### config.mk
export PLATFORM = sky130hd
export DESIGN_NAME = ceespu_mem_arbiter
export DESIGN_NICKNAME = d
export VERILOG_FILES = /design/src/rtl/ceespu_arb_pkg.sv /design/src/rtl/ceespu_arb_fetch_buf.sv /design/src/rtl/ceespu_mem_arbiter.sv
export SDC_FILE = /design/constraint.sdc
export NUM_CORES = 1
export LEC_CHECK = 0
export ABC_AREA = 1
export CORE_ASPECT_RATIO = 0.9
export CORE_MARGIN = 3
export CORE_UTILIZATION = 42
export CTS_CLUSTER_DIAMETER = 50
export DETAILED_ROUTE_END_ITERATION = 8
export PLACE_DENSITY = 0.87
export SYNTH_ARGS = -nofsm -noshare
export SYNTH_HDL_FRONTEND = slang
export SYNTH_SLANG_ARGS = --single-unit
### constraint.sdc
create_clock -name I_clk -period 4.09 [get_ports I_clk]
set_input_delay 0.409 -clock I_clk [delete_from_list [all_inputs] [get_ports I_clk]]
set_output_delay 0.409 -clock I_clk [all_outputs]
set_load 0.005 [all_outputs]
### src/rtl/ceespu_arb_pkg.sv
// Shared types and constants for the ceespu memory arbiter.
package ceespu_arb_pkg;

    typedef enum logic [1:0] {
        IDLE = 2'd0,
        DACC = 2'd1,
        IACC = 2'd2,
        DONE = 2'd3
    } arb_state_e;

    typedef enum logic {
        OWN_D = 1'b0,
        OWN_I = 1'b1
    } arb_owner_e;

    localparam int STARVE_W = 4;

    // Increment the fetch-starvation count, holding at the limit.
    function automatic logic [STARVE_W-1:0] starve_inc(input logic [STARVE_W-1:0] cnt,
                                                       input logic [STARVE_W-1:0] lim);
        return (cnt >= lim) ? lim : cnt + 1'b1;
    endfunction

endpackage

### src/rtl/ceespu_arb_fetch_buf.sv
// One-entry fetch buffer: remembers the last fetched word by word address.
// Only instantiated when CEESPU_ARB_FETCH_BUFFER_EN is defined.
module ceespu_arb_fetch_buf #(
    parameter int ADDR_W = 16
) (
    input  logic              clk,
    input  logic              rst,
    input  logic [ADDR_W-3:0] lookup_tag,
    output logic              hit,
    output logic [31:0]       hit_data,
    input  logic              fill,
    input  logic [ADDR_W-3:0] fill_tag,
    input  logic [31:0]       fill_data,
    input  logic              inv,
    input  logic [ADDR_W-3:0] inv_tag
);

    logic              valid_q, valid_d;
    logic [ADDR_W-3:0] tag_q, tag_d;
    logic [31:0]       word_q, word_d;

    // Next-state of the entry: a fill wins, a matching store kills the entry.
    always_comb begin
        valid_d = valid_q;
        tag_d   = tag_q;
        word_d  = word_q;
        if (fill) begin
            valid_d = 1'b1;
            tag_d   = fill_tag;
            word_d  = fill_data;
        end else if (inv && (inv_tag == tag_q)) begin
            valid_d = 1'b0;
        end
    end

    // Valid bit is the only state that must be cleared by reset.
    always_ff @(posedge clk or posedge rst) begin
        if (rst) valid_q <= 1'b0;
        else     valid_q <= valid_d;
    end

    // Tag and word are meaningless while invalid, so they carry no reset.
    always_ff @(posedge clk) begin
        tag_q  <= tag_d;
        word_q <= word_d;
    end

    assign hit      = valid_q && (tag_q == lookup_tag);
    assign hit_data = word_q;

endmodule

### src/rtl/ceespu_mem_arbiter.sv
// Arbitrates one single-port memory bus between instruction fetch and data
// access. Data wins unless fetch has been starved STARVE_LIMIT times in a row.
// Optional macro CEESPU_ARB_FETCH_BUFFER_EN adds a one-entry fetch buffer.
module ceespu_mem_arbiter
    import ceespu_arb_pkg::*;
#(
    parameter int STARVE_LIMIT = 4,
    parameter int ADDR_W       = 16
) (
    input  logic              I_clk,
    input  logic              I_rst,
    input  logic              I_ifEnable,
    input  logic [ADDR_W-1:0] I_ifAddress,
    output logic [31:0]       O_ifData,
    output logic              O_ifBusy,
    input  logic              I_dEnable,
    input  logic [3:0]        I_dWe,
    input  logic [ADDR_W-1:0] I_dAddress,
    input  logic [31:0]       I_dWData,
    output logic [31:0]       O_dData,
    output logic              O_dBusy,
    output logic              O_memE,
    output logic [3:0]        O_memWe,
    output logic [ADDR_W-1:0] O_memAddress,
    output logic [31:0]       O_memWData,
    input  logic [31:0]       I_memData,
    input  logic              I_memReady
);

    localparam logic [STARVE_W-1:0] LIMIT     = STARVE_W'(STARVE_LIMIT);
    localparam logic [ADDR_W-1:0]   WORD_MASK = ~ADDR_W'(3);

    arb_state_e           state_q, state_d;
    arb_owner_e           owner_q, owner_d;
    logic [STARVE_W-1:0]  starve_q, starve_d;
    logic                 mem_e_q, mem_e_d;
    logic [3:0]           mem_we_q, mem_we_d;
    logic [ADDR_W-1:0]    mem_addr_q, mem_addr_d;
    logic [31:0]          mem_wdata_q, mem_wdata_d;
    logic [31:0]          if_data_q, if_data_d;
    logic [31:0]          d_data_q, d_data_d;
    logic                 d_win;
    logic                 buf_hit;
    logic [31:0]          buf_data;

`ifdef CEESPU_ARB_FETCH_BUFFER_EN
    ceespu_arb_fetch_buf #(
        .ADDR_W (ADDR_W)
    ) u_fetch_buf (
        .clk        (I_clk),
        .rst        (I_rst),
        .lookup_tag (I_ifAddress[ADDR_W-1:2]),
        .hit        (buf_hit),
        .hit_data   (buf_data),
        .fill       ((state_q == IACC) && I_memReady),
        .fill_tag   (mem_addr_q[ADDR_W-1:2]),
        .fill_data  (I_memData),
        .inv        ((state_q == DACC) && I_memReady && (mem_we_q != 4'b0)),
        .inv_tag    (mem_addr_q[ADDR_W-1:2])
    );
`else
    assign buf_hit  = 1'b0;
    assign buf_data = 32'b0;
`endif

    // Arbitration and bus sequencing: IDLE grants, xACC waits for ready,
    // DONE gives the requester one cycle to drop or change its request.
    always_comb begin
        state_d     = state_q;
        owner_d     = owner_q;
        starve_d    = starve_q;
        mem_e_d     = mem_e_q;
        mem_we_d    = mem_we_q;
        mem_addr_d  = mem_addr_q;
        mem_wdata_d = mem_wdata_q;
        if_data_d   = if_data_q;
        d_data_d    = d_data_q;
        d_win       = I_dEnable && (!I_ifEnable || (starve_q < LIMIT));

        case (state_q)
            IDLE: begin
                if (d_win) begin
                    state_d     = DACC;
                    owner_d     = OWN_D;
                    mem_e_d     = 1'b1;
                    mem_we_d    = I_dWe;
                    mem_addr_d  = I_dAddress;
                    mem_wdata_d = I_dWData;
                    starve_d    = I_ifEnable ? starve_inc(starve_q, LIMIT) : '0;
                end else if (I_ifEnable) begin
                    owner_d  = OWN_I;
                    starve_d = '0;
                    if (buf_hit) begin
                        state_d   = DONE;
                        if_data_d = buf_data;
                    end else begin
                        state_d    = IACC;
                        mem_e_d    = 1'b1;
                        mem_we_d   = 4'b0;
                        mem_addr_d = I_ifAddress & WORD_MASK;
                    end
                end
            end
            DACC, IACC: begin
                if (I_memReady) begin
                    state_d  = DONE;
                    mem_e_d  = 1'b0;
                    mem_we_d = 4'b0;
                    if (state_q == IACC)
                        if_data_d = I_memData;
                    else if (mem_we_q == 4'b0)
                        d_data_d = I_memData;
                end
            end
            DONE:    state_d = IDLE;
            default: state_d = IDLE;
        endcase
    end

    // All arbiter state and bus outputs, cleared immediately on reset.
    always_ff @(posedge I_clk or posedge I_rst) begin
        if (I_rst) begin
            state_q     <= IDLE;
            owner_q     <= OWN_D;
            starve_q    <= '0;
            mem_e_q     <= 1'b0;
            mem_we_q    <= 4'b0;
            mem_addr_q  <= '0;
            mem_wdata_q <= 32'b0;
            if_data_q   <= 32'b0;
            d_data_q    <= 32'b0;
        end else begin
            state_q     <= state_d;
            owner_q     <= owner_d;
            starve_q    <= starve_d;
            mem_e_q     <= mem_e_d;
            mem_we_q    <= mem_we_d;
            mem_addr_q  <= mem_addr_d;
            mem_wdata_q <= mem_wdata_d;
            if_data_q   <= if_data_d;
            d_data_q    <= d_data_d;
        end
    end

    assign O_memE       = mem_e_q;
    assign O_memWe      = mem_we_q;
    assign O_memAddress = mem_addr_q;
    assign O_memWData   = mem_wdata_q;
    assign O_ifData     = if_data_q;
    assign O_dData      = d_data_q;
    assign O_dBusy      = I_dEnable  & ~((state_q == DONE) && (owner_q == OWN_D));
    assign O_ifBusy     = I_ifEnable & ~((state_q == DONE) && (owner_q == OWN_I));

endmodule

==> out/metrics.cfg, run 1 <==
[floorplan]
start_util_pct=44.21
die-width_um=123.3
die-area_um2=13750
die_h_um=111.5
io_pins=224
core.rowCount=37
core_um2=11760

[layout]
nets=879
num_antenna_cells=0
layout-drive-gt1-share_pct=9.847
syn2layout_area_growth_pct=55.86

[global_route]
global_route.overflow_total=0
grt.total_usage_pct=21.66
pin_count_of_the_biggest_net_entering_global_routing=66
number_of_antenna_violations_at_the_first_check_in_global_routing=0
wire_length_of_the_first_global_routing_pass_um=23680
vias_in_the_first_global_route=4714

[sta]
rsz0062_at_grt=false
fin_skew_ns=0.007709
maxSlewViolCount=0
finalCritPeriodShare_pct=66.00
clock.fmax_ghz=0.3704
setup_viol=0
setup-tns-final_ns=0
worst_rel_slew_slack_pct=25.07
postLayoutSetupSlackWorst_ns=1.390
period_minus_slack_ns=2.700
max_slew.worst_pin.slew_ns=1.121
report.final.hold_viol_count=0

[cts]
postCtsResizedCells=0
cts_setup_buffers=0
worst_skew_pair.late_latency_ns=0.40
htree_levels=4
cts_tree=built
cts_hold_repair.buffers=0
clock-sinks=124
clk_transition_reported_paths_ns=0.06
clockRootBuffer=sky130_fd_sc_hd__clkbuf_16
cts-buffers-inserted=17
ctsLongestPathBuffers=2

[worst_setup_path]
startpoint_type=register
critPathTopFamily=simple AND/OR/NAND/NOR gates
critical_path_peak_fanout=33
cp_cell_sequence=inv_1, ha_1, inv_2, nor2_1, and2_1, buf_4, nand2_1, nand2_1, nand2_1
critPathCaptureType=register
worst-setup-path-type=register to register
timing.critical_path.slowest_cell_delay_ns=0.76
timing.critical_path.buf_inv=3
crit_slowest_cell=sky130_fd_sc_hd__nand2_1
worst-endpoint-arrival_ns=2.97
worst-endpoint-required_ns=4.36
path_common_cell=sky130_fd_sc_hd__nand2_1

[synthesis]
synth_sequential_area_ratio_pct=59.69
syn-cell-area_um2=5199
synthesis.nets=660
syn-instance-count=550
syn_area_per_cell_um2=9.452
synth-async-reset-ratio_pct=100.0
number_of_enable_flip_flop_cells_after_synthesis=0
ys_dominant_reg_cell=sky130_fd_sc_hd__dfrtp_1
synth.most_common_cell=sky130_fd_sc_hd__nand2_1
post-synth-top-area-fraction_pct=59.69
synthTopCellsByCount=233 x sky130_fd_sc_hd__nand2_1, 124 x sky130_fd_sc_hd__dfrtp_1, 66 x sky130_fd_sc_hd__nand3_1
ys_types=23
cell_type_contributing_the_most_total_cell_area_after_synthesis=sky130_fd_sc_hd__dfrtp_1
synth-seq-cells=124
ys.warnings.count=0
synth_area_leaders=sky130_fd_sc_hd__dfrtp_1 60%, sky130_fd_sc_hd__nand2_1 17%, sky130_fd_sc_hd__mux2_2 6.9%

[drt]
drt_pass1_iterations=4
post_drt_wl_per_cell_um=15.54
final_antenna_net_count=0
number_of_design_rule_violations_left_by_the_first_detailed_router_iteration=301
via_count=4559
route.detailed.vias_per_inst=4.860
remaining_drc_errors=0
route.final.wire_length_um=14580

[status]
outcome=finished, final reports clean

[place]
placement.setup.worst_slack_ns=1.367
place_congestion=0.7838
dp_hpwl_um=10520
number_of_buffers_inserted_by_port_buffering=221

[power_and_ir_drop]
design_power_total_uw=6407
power_leakage_uw=0.003936
power_per_cell_area_nw_per_um2=790.8
peakVddDrop_mv=0.3532

[flow_run]
maxCapViolCount=0

[hold_path]
min-delay-path-class=register to register

-- worst register-to-register path, delay by kind of cell, from the launching register on --
kind / cells / cell delay [ns]
simple gates: 5 / 1.34
buf+inv: 3 / 0.47
flops: 1 / 0.39
fa+ha+maj: 1 / 0.37
-- layout by cell type, fill, tap and decap left out, types with 2 or more instances in the layout --
cell / instances
sky130_fd_sc_hd__inv_1: 38
sky130_fd_sc_hd__nand2_1: 233
sky130_fd_sc_hd__clkdlybuf4s50_1: 221
sky130_fd_sc_hd__ha_1: 5
sky130_fd_sc_hd__clkinv_2: 2
sky130_fd_sc_hd__clkbuf_16: 17
sky130_fd_sc_hd__buf_4: 4
sky130_fd_sc_hd__inv_6: 2
sky130_fd_sc_hd__clkinvlp_4: 3
sky130_fd_sc_hd__mux2_2: 32
sky130_fd_sc_hd__o21ai_0: 4
sky130_fd_sc_hd__bufinv_16: 3
sky130_fd_sc_hd__dfrtp_1: 124
sky130_fd_sc_hd__clkinv_4: 3
sky130_fd_sc_hd__inv_2: 2
sky130_fd_sc_hd__a21oi_1: 3
sky130_fd_sc_hd__nand3_1: 66
sky130_fd_sc_hd__nor2_1: 7
-- cells by family (layout without fill, tap and decap cells) --
family	count (synthesis)	in the layout	share of synthesized area (%)
flops	124	124	59.69
compound gates	9	9	1.155
simple gates	313	313	24.77
fa+ha+maj	5	5	1.203
buf+inv	67	299	6.257
mux	32	32	6.931
-- area by class of cell --
class	instances	area, um^2
fillers	883	3656
flip-flops and latches	124	3103
repair buffers	226	2262
multi-input cells	359	1777
clock buffers	19	442.9
well taps	156	195.2
clock inverters	13	166.4
inverters	41	156.4
-- sequential cells by signal, indices dropped and copies added (netlist names) --
| signal | count |
|---|---|
| O_memE | 1 |
| O_memAddress | 16 |
| O_memWe | 4 |
| state_q | 2 |
| O_dData | 32 |
| starve_q | 4 |
| owner_q | 1 |
| O_memWData | 32 |
| O_ifData | 32 |
-- final timing paths --
check | from | to | slack [ns] | depth (start not counted)
worst max register to register | state_q[1] | O_dData[22] | 1.39 | 9
worst min-delay path | O_memWData[3] | O_memWData[3] | 0.47 | 2
min in group asynchronous | I_rst | O_ifData[4] | 0.50 | 2
max in group asynchronous | I_rst | O_dData[25] | 2.78 | 3
worst max-delay path | state_q[1] | O_dData[22] | 1.39 | 9
worst min register to register | O_memWData[3] | O_memWData[3] | 0.47 | 2
-- metrics by stage --
| step | area, um^2 | utilization, % | hold WS, ns | cells |
|---|---|---|---|---|
| global route | 8103 | 68.91 | 0.4880 | 938 |
| CTS | 8103 | 68.91 | 0.4713 | 938 |
| global placement | 7493 | 63.73 | 0.4534 | 906 |
| floorplan | 5199 | - | 0.4570 | 550 |
| detailed placement | 7493 | 63.73 | 0.4572 | 906 |
| finish | 8103 | 68.91 | 0.4682 | 938 |
-- report_power, final --
part,total (uW),internal (uW),switching [uW]
Sequential,2160,1820,337
Clock,1510,978,535
Combinational,2740,1500,1230
Total,6410,4300,2100
-- layer usage --
metal | track usage (%) | wire, um | up-vias
met2 | 37.86 | 7641 | 197
li1 | - | - | 2168
met4 | 7.528 | 248 | 0
met3 | 4.774 | 998 | 22
met5 | 0 | 0 | -
met1 | 26.18 | 5688 | 2172
Power figures use the tool's default switching activity.
==> run 2, diff against run 1 <==
--- a/config.mk
+++ b/config.mk
@@ -8,10 +8,10 @@
 export ABC_AREA = 1
 export CORE_ASPECT_RATIO = 0.9
 export CORE_MARGIN = 3
-export CORE_UTILIZATION = 42
+export CORE_UTILIZATION = 38
 export CTS_CLUSTER_DIAMETER = 50
 export DETAILED_ROUTE_END_ITERATION = 8
-export PLACE_DENSITY = 0.87
+export PLACE_DENSITY = 0.83
 export SYNTH_ARGS = -nofsm -noshare
 export SYNTH_HDL_FRONTEND = slang
 export SYNTH_SLANG_ARGS = --single-unit
==> constraint.sdc (replaced) <==
create_clock -name I_clk -period 2.4 [get_ports I_clk]
set_input_delay 0.24 -clock I_clk [delete_from_list [all_inputs] [get_ports I_clk]]
set_output_delay 0.24 -clock I_clk [all_outputs]
set_load 0.005 [all_outputs]
==> run 2 against run 1 <==
  * Flip-flop and latch count unchanged
  * Die area up 10%
  * Clock-buffer cell count up 1
  * Critical path depth down 5
  * Non-clock buffer count up 7
  * Sequential share of layout area down 0.23 points
  * Combinational power up 74%
  * Global-route usage down 1.8 points
  * Final cell count up 1.6%
  * Largest cell class unchanged
==> out/metrics.cfg, run 2 (synthesized netlist as in run 1, its figures left out) <==
[global_route]
grt_util_met1_pct=24.36  ; was 26.18%
number_of_antenna_violations_at_the_first_check_in_global_routing=0  ; unchanged
wire_length_of_the_first_global_routing_pass_um=23090  ; was 23,680 um
globalRouteMet2Util_pct=33.43  ; was 37.86%
gr_layer_usage_met3_pct=6.443  ; was 4.774%
pin_count_of_the_biggest_net_entering_global_routing=57  ; was 66
grt.total_usage_pct=19.89  ; was 21.66%
global_route.peak_usage_layer=met2  ; unchanged
vias_in_the_first_global_route=4461  ; was 4,714
global_route.overflow_total=0  ; unchanged

[sta]
max_slew.worst_pin.slew_ns=0.6704  ; was 1.121 ns
period_minus_slack_ns=1.984
clock.fmax_ghz=0.5040
rsz0062_at_grt=false  ; unchanged
finalCritPeriodShare_pct=82.67
setup-tns-final_ns=0  ; unchanged
fin_skew_ns=0.006083  ; was 0.007709 ns
report.final.hold_viol_count=0  ; unchanged
setup_viol=0  ; unchanged
maxSlewViolCount=0  ; unchanged
hold_slack_ns=0.2551  ; was 0.4682 ns
worst_rel_slew_slack_pct=55.15  ; was 25.07%

[floorplan]
die-area_um2=15120  ; was 13,750 um^2
core.rowCount=39  ; was 37
io_pins=224  ; unchanged
start_util_pct=39.90  ; was 44.21%
die_h_um=117.0  ; was 111.5 um
die-width_um=129.3  ; was 123.3 um
core_um2=13030  ; was 11,760 um^2

[hold_path]
min-delay-path-class=input pin to asynchronous set/reset pin  ; was register to register

[place]
cell_count_post_placement=921  ; was 906
dp_hpwl_um=10320  ; was 10,520 um
place_congestion=0.7621  ; was 0.7838
dpl-instance-area_um2=7582  ; was 7493 um^2
number_of_buffers_inserted_by_port_buffering=221  ; unchanged

[cts]
cts_setup_buffers=0  ; unchanged
cts_hold_repair.buffers=0  ; unchanged
postCtsResizedCells=0  ; unchanged
cts-buffers-inserted=17  ; unchanged
clk_transition_reported_paths_ns=0.05  ; was 0.06 ns
cts_tree=built  ; unchanged
clockRootBuffer=sky130_fd_sc_hd__clkbuf_16  ; unchanged
htree_levels=4  ; unchanged
worst_skew_pair.late_latency_ns=0.41  ; was 0.40 ns
clock-sinks=124  ; unchanged
ctsLongestPathBuffers=2  ; unchanged

[power_and_ir_drop]
peakVddDrop_mv=0.5236  ; was 0.3532 mV
power_leakage_uw=0.003951  ; was 0.003936 uW
power_per_cell_area_nw_per_um2=1331  ; was 790.8 nW/um^2
design_power_total_uw=10850  ; was 6407 uW

[drt]
route.final.wire_length_um=14350  ; was 14,580 um
route.detailed.vias_per_inst=4.617  ; was 4.860
number_of_design_rule_violations_left_by_the_first_detailed_router_iteration=231  ; was 301
remaining_drc_errors=0  ; unchanged
drt_pass1_iterations=4  ; unchanged
final_antenna_net_count=0  ; unchanged
via_count=4400  ; was 4,559
post_drt_wl_per_cell_um=15.06  ; was 15.54 um

[worst_setup_path]
startpoint_type=input pin  ; was register
worst-endpoint-required_ns=2.16  ; was 4.36 ns
reg2reg_slack_ns=0.49  ; was 1.39 ns
critical_path_peak_fanout=7  ; was 33
crit_slowest_cell=sky130_fd_sc_hd__clkdlybuf4s50_1  ; was sky130_fd_sc_hd__nand2_1
crit_cells=4  ; was 9
critPathCaptureType=primary output  ; was register
ff2ff_path_depth=6  ; was 9
timing.critical_path.buf_inv=3  ; unchanged
worst-setup-path-type=input pin to primary output  ; was register to register
worst-endpoint-arrival_ns=1.74  ; was 2.97 ns
timing.critical_path.slowest_cell_delay_ns=0.70  ; was 0.76 ns
critPathTopFamily=buffers and inverters  ; was simple AND/OR/NAND/NOR gates
path_common_cell=sky130_fd_sc_hd__clkdlybuf4s50_1  ; was sky130_fd_sc_hd__nand2_1
cp_cell_sequence=clkdlybuf4s50_1, inv_1, a21oi_1, clkdlybuf4s50_1  ; was inv_1, ha_1, inv_2, nor2_1, and2_1, buf_4, nand2_1, nand2_1, nand2_1

[layout]
final_common_cell=sky130_fd_sc_hd__nand2_1  ; unchanged
syn2layout_area_growth_pct=56.80  ; was 55.86%
mostFrequentLayoutCells=233 x sky130_fd_sc_hd__nand2_1, 221 x sky130_fd_sc_hd__clkdlybuf4s50_1, 124 x sky130_fd_sc_hd__dfrtp_1  ; unchanged
layout-drive-gt1-share_pct=10.52  ; was 9.847%
instances_no_fill=953  ; was 938
nets=886  ; was 879
layout.cell_area.non_filler_um2=8152  ; was 8103 um^2
num_antenna_cells=0  ; unchanged

[flow_run]
maxCapViolCount=0  ; unchanged

[status]
outcome=finished, final reports clean  ; unchanged

-- run 2: layer usage --
metal | vias up | wire (um) | share of wire [%]
li1 | 2184 | - | -
met1 | 2057 | 5943 | 41
met2 | 142 | 7117 | 50
met3 | 17 | 1050 | 7.3
met4 | 0 | 242 | 1.7
met5 | - | 0 | 0
-- run 2: worst paths after layout --
path / startpoint / to
min reg2reg: O_memWData[24] / O_memWData[24]
min: I_rst / O_dData[28]
min in group I_clk: I_dWData[9] / O_memWData[9]
max: I_dEnable / O_dBusy
max reg2reg: starve_q[2] / O_memWData[20]
max in group asynchronous: I_rst / O_dData[25]
-- run 2: stage by stage --
step,util [%],setup WS [ns]
floorplan,-,0.6347
global placement,58.20,0.3862
detailed placement,58.20,0.3540
CTS,62.57,0.4048
global route,62.57,0.2877
finish,62.57,0.4160
-- run 2: power by group --
part           total [uW]  internal [uW]  switching [uW]
sequential           3630           3100             532
clock                2460           1540             915
combinational        4760           2630            2120
-- run 2: area by class of cell --
class	count	area, um^2
well taps	164	205.2
repair buffers	233	2340
clock buffers	20	446.7
clock inverters	12	122.6
inverters	41	157.7
flip-flops and latches	124	3103
multi-input cells	359	1777
fillers	1042	4877
